[config.mk]
export PLATFORM = sky130hd
export DESIGN_NAME = pc_fetch_ctrl
export DESIGN_NICKNAME = d
export VERILOG_FILES = /design/src/rtl/pc_fetch_ctrl_pkg.sv /design/src/rtl/pc_fetch_ctrl_npc_target.sv /design/src/rtl/pc_fetch_ctrl.sv
export SDC_FILE = /design/constraint.sdc
export NUM_CORES = 1
export LEC_CHECK = 0
export CAP_MARGIN = 20
export CELL_PAD_IN_SITES_DETAIL_PLACEMENT = 0
export CELL_PAD_IN_SITES_GLOBAL_PLACEMENT = 1
export CORE_ASPECT_RATIO = 1.5
export CORE_MARGIN = 4
export CORE_UTILIZATION = 36
export DETAILED_ROUTE_END_ITERATION = 8
export GPL_TIMING_DRIVEN = 0
export PLACE_DENSITY = 0.86
export SLEW_MARGIN = 20
export SYNTH_ARGS = -nofsm -noshare
export SYNTH_HDL_FRONTEND = slang
export SYNTH_SLANG_ARGS = --single-unit
[constraint.sdc]
create_clock -name clk -period 3.67 [get_ports clk]
set_input_delay 0.5505 -clock clk [delete_from_list [all_inputs] [get_ports clk]]
set_output_delay 0.5505 -clock clk [all_outputs]
set_load 0.005 [all_outputs]
[src/rtl/pc_fetch_ctrl_pkg.sv]
// Shared fetch-control definitions: NPC operation codes and fetch FSM states.
package pc_fetch_ctrl_pkg;

    localparam logic [1:0] NPC_PLUS4  = 2'b00;
    localparam logic [1:0] NPC_BRANCH = 2'b01;
    localparam logic [1:0] NPC_JUMP   = 2'b10;
    localparam logic [1:0] NPC_JR     = 2'b11;

    typedef enum logic [1:0] {
        S_REQ  = 2'b00,
        S_WAIT = 2'b01,
        S_HOLD = 2'b10
    } fetch_state_e;

    function automatic logic [31:0] pc_plus4(input logic [31:0] p);
        return p + 32'd4;
    endfunction

endpackage

[src/rtl/pc_fetch_ctrl_npc_target.sv]
// Combinational redirect target computation from the NPC operation code.
module npc_target
    import pc_fetch_ctrl_pkg::*;
(
    input  logic [1:0]  redirect_op,
    input  logic [31:0] redirect_pc,
    input  logic [25:0] redirect_imm,
    input  logic [31:0] redirect_jr,
    output logic [31:0] target
);

    logic [31:0] p4;

    always_comb begin
        p4     = pc_plus4(redirect_pc);
        target = p4;
        case (redirect_op)
            NPC_BRANCH: target = p4 + {{14{redirect_imm[15]}}, redirect_imm[15:0], 2'b00};
            NPC_JUMP:   target = {p4[31:28], redirect_imm, 2'b00};
            NPC_JR:     target = redirect_jr;
            default:    target = p4;
        endcase
    end

endmodule

[src/rtl/pc_fetch_ctrl.sv]
// Instruction-fetch sequencer: owns the PC, issues one imem request at a time,
// hands fetched words to decode and squashes wrong-path responses on redirect.
module pc_fetch_ctrl
    import pc_fetch_ctrl_pkg::*;
#(
    parameter logic [31:0] RESET_PC = 32'h0000_3000
) (
    input  logic        clk,
    input  logic        rstn,
    output logic        imem_req,
    output logic [31:0] imem_addr,
    input  logic        imem_gnt,
    input  logic        imem_rvalid,
    input  logic [31:0] imem_rdata,
    output logic        instr_valid,
    output logic [31:0] instr,
    output logic [31:0] instr_pc,
    input  logic        instr_ready,
    input  logic        redirect_valid,
    input  logic [1:0]  redirect_op,
    input  logic [31:0] redirect_pc,
    input  logic [25:0] redirect_imm,
    input  logic [31:0] redirect_jr,
    output logic [31:0] pc
);

    fetch_state_e state, state_nxt;
    logic [31:0]  pc_q;
    logic [31:0]  target;
    logic         kill;

    npc_target u_npc_target (
        .redirect_op  (redirect_op),
        .redirect_pc  (redirect_pc),
        .redirect_imm (redirect_imm),
        .redirect_jr  (redirect_jr),
        .target       (target)
    );

    always_ff @(posedge clk or negedge rstn) begin
        if (!rstn) state <= S_REQ;
        else       state <= state_nxt;
    end

    always_comb begin
        state_nxt = state;
        case (state)
            S_REQ:  if (imem_gnt) state_nxt = S_WAIT;
            S_WAIT: if (imem_rvalid) state_nxt = (kill || redirect_valid) ? S_REQ : S_HOLD;
            S_HOLD: if (redirect_valid || instr_ready) state_nxt = S_REQ;
            default: state_nxt = S_REQ;
        endcase
    end

    always_comb begin
        imem_req  = rstn && (state == S_REQ);
        imem_addr = pc_q;
    end

    // kill marks the in-flight response as wrong-path; a redirect arriving
    // together with rvalid drops that response directly and needs no kill.
    always_ff @(posedge clk or negedge rstn) begin
        if (!rstn) begin
            pc_q        <= RESET_PC;
            kill        <= 1'b0;
            instr_valid <= 1'b0;
            instr       <= '0;
            instr_pc    <= '0;
        end else begin
            case (state)
                S_REQ: begin
                    if (redirect_valid) begin
                        pc_q <= target;
                        if (imem_gnt) kill <= 1'b1;
                    end
                end
                S_WAIT: begin
                    if (imem_rvalid) begin
                        kill <= 1'b0;
                        if (redirect_valid) begin
                            pc_q <= target;
                        end else if (!kill) begin
                            instr       <= imem_rdata;
                            instr_pc    <= pc_q;
                            instr_valid <= 1'b1;
                            pc_q        <= pc_plus4(pc_q);
                        end
                    end else if (redirect_valid) begin
                        pc_q <= target;
                        kill <= 1'b1;
                    end
                end
                S_HOLD: begin
                    if (redirect_valid) begin
                        instr_valid <= 1'b0;
                        pc_q        <= target;
                    end else if (instr_ready) begin
                        instr_valid <= 1'b0;
                    end
                end
                default: ;
            endcase
        end
    end

    assign pc = pc_q;

endmodule
---- Word-level counts from Yosys, hierarchy flattened ----
Index checks and enable logic that the tools add are counted.
word-level totals
  register bits ........................... 100
  input port bits ......................... 130
  output and inout bits ................... 130
operators by class
  $add $sub $neg .......................... 3
  equality and inequality tests ........... 14
  muxes and demuxes ....................... 22
  bitwise gates (word level) .............. 2
  reduce and logical (&&, ||, !) cells .... 13
operators with widths
  cell                                                             count
  32-bit 2-to-1 mux                                                4
  32-bit one-hot mux with 3 select lines                           1
  32-bit by 3-bit adder with 32-bit output, second input constant  2
  32-bit one-hot mux with 2 select lines                           1
  32-bit adder                                                     1
  2-bit inequality test, second input constant                     6
  1-bit 2-to-1 mux                                                 9
  2-bit 2-to-1 mux                                                 4
  4-bit AND reduction                                              2
  2-bit == test, second input constant                             3
  3-bit inequality test, second input constant                     2
  2-bit one-hot mux with 3 select lines                            1
  2-bit nonzero test                                               3
  5-bit AND reduction                                              1
  2-bit by 1-bit == test with 1-bit output, second input constant  2
  4-bit inequality test, second input constant                     1
  1-bit one-hot mux with 2 select lines                            2
  3-bit AND reduction                                              1
  2-bit logical NOT                                                1
  1-bit logical OR                                                 2
  1-bit inverter                                                   2
  2-bit AND reduction                                              1
  2-bit OR reduction                                               1
  1-bit logical AND                                                1

---- Logic depth before layout (Yosys ltp) ----
  depth after elaboration ................. 6
  depth in mapped cells ................... 16
  mapped depth without buffers ............ 16

---- Hierarchy ----
Synthesis repeated with hierarchy kept, for this count alone.
second synthesis, totals
  cell total of the unflattened synthesis .. 947
  area, all modules ....................... 7946.4 um^2
modules (own cells, without submodules)
  module         times used  cells each  area each (um^2)  sequential area each (um^2)
  pc_fetch_ctrl  1           568         4966.0            2504.9
  npc_target     1           379         2980.4            0.0

---- Worst setup path after synthesis ----
OpenSTA, ideal clock, no wires.
  kind .................................... input-to-reg
  start ................................... input redirect_pc[2]
  end ..................................... register pc_q[29] (netlist: imem_addr[29])
  library setup time ...................... 0.126 ns
  data arrival time ....................... 3.484 ns
  slack ................................... 0.060 ns
  cell stages on the path ................. 14
  path buffers ............................ 1
  cell sequence ........................... ha_1 nand3_1 nor4_1 xor2_1 ha_1 clkbuf_1 a21oi_1 nor2b_1 or4_1 o21a_1 o21ai_1 o31ai_1 xor2_1 a311o_1
between the ends
  longest elaborated chain between the ends .. 6
RTL lines
  what                                         RTL line                        source
  from (decl)                                  pc_fetch_ctrl.sv:21             input logic [31:0] redirect_pc,
  32-bit by 3-bit adder with 32-bit output *   pc_fetch_ctrl_pkg.sv:16         return p + 32'd4;
  32-bit adder                                 pc_fetch_ctrl_npc_target.sv:18  NPC_BRANCH: target = p4 + {{14{redirect_imm[15]}}, redirect_imm[15:0], 2'b00};
  32-bit one-hot mux with 3 select lines *     pc_fetch_ctrl_npc_target.sv:17  case (redirect_op)
  32-bit 2-to-1 mux, on equally long branches  n/a
  32-bit 2-to-1 mux                            pc_fetch_ctrl.sv:78             if (imem_rvalid) begin
  32-bit one-hot mux with 2 select lines *     pc_fetch_ctrl.sv:70             case (state)
  to (signal assigned)                         pc_fetch_ctrl.sv:73             pc_q <= target;
  to (signal assigned)                         pc_fetch_ctrl.sv:89             pc_q <= target;
  to (signal assigned)                         pc_fetch_ctrl.sv:96             pc_q <= target;
  to (decl)                                    pc_fetch_ctrl.sv:28             logic [31:0] pc_q;
Every way passes the cells marked *; elsewhere a longest branch is shown, timed or not.
A chain may end at the register's enable or synchronous reset.

---- Final worst setup path ----
  start ................................... input redirect_pc[5]
  end ..................................... register pc_q[21] (netlist: imem_addr[21])
Same word-level chain as after synthesis.

==> results.md <==
- GR Overflow Total: 0
- # clock sinks: 100
- Multi-input gate area: 5120 um^2
- Die W: 128 um
- Critical R2R Launch: state[0]
- Cell Pwr Density: 471 nW/um^2
- Clock transition at path regs: 0.07 ns
- Critical Path RT: 3.91 ns
- Register area share after synthesis: 0.324
- Worst setup path class: input port to flip-flop
- Fill cells: 1954
- Avg Inst Size Synth: approximately 8.2 um^2
- Dpl hpwl: 22300 um
- Antenna Nets Post-Route: 0
- Antenna violations before repair: 0
- Via/cell ratio: 5.35
- Synth Warn #: 0
- Port Buffer Count: between 200 and 300
- Crit. End Element: flip-flop
- Unique masters post-synth: 68
- F_max: 277 MHz
- Minimum clock period after layout: 3.60 ns
- Net count after synthesis: 1112
- Antenna cells: 0
- EDFF count, synth: 0
- Ys flop type: dfrtp_1
- Setup WS pre-CTS: -1.61 ns
- First-pass GRT wire length: 43800 um
- Register area: 2500 um^2
- Layout cells sized above 1: 0.145
- R2R Setup Slk: roughly 0.9 ns
- Clk_lat worst skew: 0.34 ns
- CTS Buf Count: 9
- Asr flop ratio synth: 1.00
- Overall Global Routing Usage: 0.229
- Slew HR: 0.355
- Slew Viols, Final: 0
- Initial DRT Pass Iterations: 5
- Cell Rows: 65
- Clock buffer depth: 2
- Reg2reg end: instr[10]
- Mapped Cells: about 940
- Final worst-path cycle share: 0.982
- Hold Fails Final Rpt: 0
- Vias in the first global route: 8209
- Iteration-0 DRC Markers: 427
- Vias: 8081
- Core area: 21100 um^2
- Die area: 23900 um^2
- CP arrival: about 3.8 ns
- Max FO, Critical Path: 7
- Status: complete, no violations
- Worst slew pin tran: approximately 0.97 ns
- Final WL: 28100 um
- Number of synthesized register bits: 100
- # IOs: 260
- Crit start category: input port
- Min-Delay Path Class: input port to asynchronous set/reset pin
- Largest net degree at the start of global routing: 71
- Clock Skew: 0.00851 ns
- Die Y: 187 um
- Final Wtd Congestion: about 0.93
- Worst Reg-to-Reg Cells: 8
- Total power draw: 5410 uW
- P&R area growth vs syn: 48.8%
- Nets: 1409
- Peak VDD IR: 0.281 mV
- Max-cap violations: 0
- # DRC: 0
- Leakage power: 0.00504 uW
- CTS tree: yes
- # H-tree levels: 3
- Routed len/inst: 18.6 um
- Synth Cell Area: 7720 um^2
- Clk root buf: clkbuf_16
- Worst setup margin: 0.0650 ns
- Setup Viol. Count Final: 0
- Initial Util: 0.367
state kept, by name (all words and copies together), names as in the netlist:
signal / cells
imem_addr: 32
instr: 32
instr_pc: 32
state: 2
instr_valid: 1
kill: 1
kinds of logic (layout without fill, tap and decap cells):
| family | Yosys count | count (layout) | synth area share |
|---|---|---|---|
| simple gates | 436 | 436 | 0.248 |
| buf+inv | 86 | 388 | 0.0629 |
| fa+ha+maj | 41 | 41 | 0.0674 |
| xor+xnor | 56 | 56 | 0.0635 |
| flops | 100 | 100 | 0.324 |
| compound gates | 189 | 189 | 0.159 |
| mux | 33 | 33 | 0.0753 |
final cells by class:
class | count | share of cell area
Buffer | 71 | 0.0373
Inverter | 14 | 0.00457
Clock buffer | 9 | 0.0196
Sequential cell | 100 | 0.218
Tap cell | 268 | 0.0292
Multi-Input combinational cell | 755 | 0.445
Clock inverter | 7 | 0.00512
Timing Repair Buffer | 287 | 0.241
layout by cell type (no fill, tap or decap), types with 4 or more instances in the layout:
master / count
nor3_1: 10
clkbuf_16: 9
ha_4: 7
a211oi_1: 6
o21ai_0: 35
clkbuf_2: 6
o31ai_1: 5
xor2_1: 16
a31oi_1: 11
nor2b_1: 8
a21o_1: 16
clkbuf_1: 32
dfrtp_1: 98
a21oi_1: 44
mux4_2: 20
nand2_1: 256
nand3_1: 27
buf_4: 60
o211ai_1: 7
dlygate4sd2_1: 5
nor2_1: 62
xnor2_2: 6
inv_1: 14
xnor2_1: 29
o21ai_1: 7
ha_1: 30
mux2i_1: 12
o22ai_1: 10
buf_2: 4
clkdlybuf4s50_1: 238
and4_1: 4
o21a_1: 4
nand4_1: 12
and2_1: 7
and3_1: 12
nand2_2: 4
per-stage QoR:
| stage | cell area, um^2 | util | instances | hold slack, ns | setup TNS, ns |
|---|---|---|---|---|---|
| after floorplan | 7720 | - | 941 | 0.255 | 0 |
| after global placement | 10600 | 0.505 | 1467 | 0.457 | -208.20 |
| after detailed placement | 10700 | 0.507 | 1468 | 0.461 | -19.52 |
| after CTS | 11300 | 0.538 | 1502 | 0.0873 | 0 |
| after global routing | 11500 | 0.546 | 1511 | 0.0943 | -0.0227 |
| final | 11500 | 0.546 | 1511 | 0.0863 | 0 |
worst max-delay path by stage:
| stage | startpoint | end | slack [ns] | cells after the start |
|---|---|---|---|---|
| after floorplan | redirect_pc[2] | imem_addr[29] | 0.06 | 14 |
| after global placement | rstn | imem_req | -2.30 | 3 |
| after detailed placement | redirect_pc[2] | imem_addr[29] | -1.61 | 15 |
| after CTS | redirect_pc[6] | imem_addr[21] | 0.004 | 14 |
| after global routing | redirect_pc[3] | imem_addr[23] | -0.01 | 15 |
| final | redirect_pc[5] | imem_addr[21] | 0.07 | 13 |
synthesized netlist by cell type, types with 12 or more instances:
| cell | number | area share |
|---|---|---|
| dfrtp_1 | 98 | 0.32 |
| nand2_1 | 261 | 0.13 |
| mux2i_1 | 12 | 0.016 |
| inv_1 | 14 | 0.0068 |
| ha_1 | 40 | 0.065 |
| a31oi_1 | 12 | 0.0097 |
| nand3_1 | 29 | 0.019 |
| xor2_1 | 19 | 0.022 |
| a21oi_1 | 46 | 0.030 |
| a21o_1 | 16 | 0.016 |
| buf_4 | 33 | 0.032 |
| mux4_2 | 20 | 0.058 |
| nand4_1 | 12 | 0.0097 |
| and3_1 | 15 | 0.012 |
| nor3_1 | 15 | 0.0097 |
| clkbuf_1 | 33 | 0.016 |
| xnor2_1 | 37 | 0.042 |
| o21ai_0 | 36 | 0.023 |
| nor2_1 | 63 | 0.031 |
layer usage:
metal / vias to the layer above / share of wire / wire, um / global-route usage
li1: 3879 / - / - / -
met1: 3815 / 0.38 / 10600 / 0.269
met2: 317 / 0.53 / 14800 / 0.420
met3: 70 / 0.058 / 1630 / 0.0240
met4: 0 / 0.040 / 1120 / 0.0895
met5: - / 0 / 0 / 0
critical path, cell delays in order:
cell and delay (ns):
clkdlybuf4s15_2 0.24, and4_4 0.27, nand2_4 0.09, or4_4 0.46, xnor2_4 0.21, ha_4 0.25, a21oi_1 0.16, o21ai_1 0.12
or4_1 0.42, o21a_1 0.24, xor2_1 0.16, mux4_2 0.51, a21o_1 0.18
power by group:
part / internal, uW / switching (uW)
Combinational: 1550 / 1030
Clock: 471 / 448
Sequential: 1530 / 389
timing repair:
action	4_1_cts	5_1_grt
endpoints found under the setup margin	19	13
hold buffers	0	0
pin swaps	19	22
buffers inserted	19	9
gates resized for setup	75	47
Power figures use the tool's default switching activity.
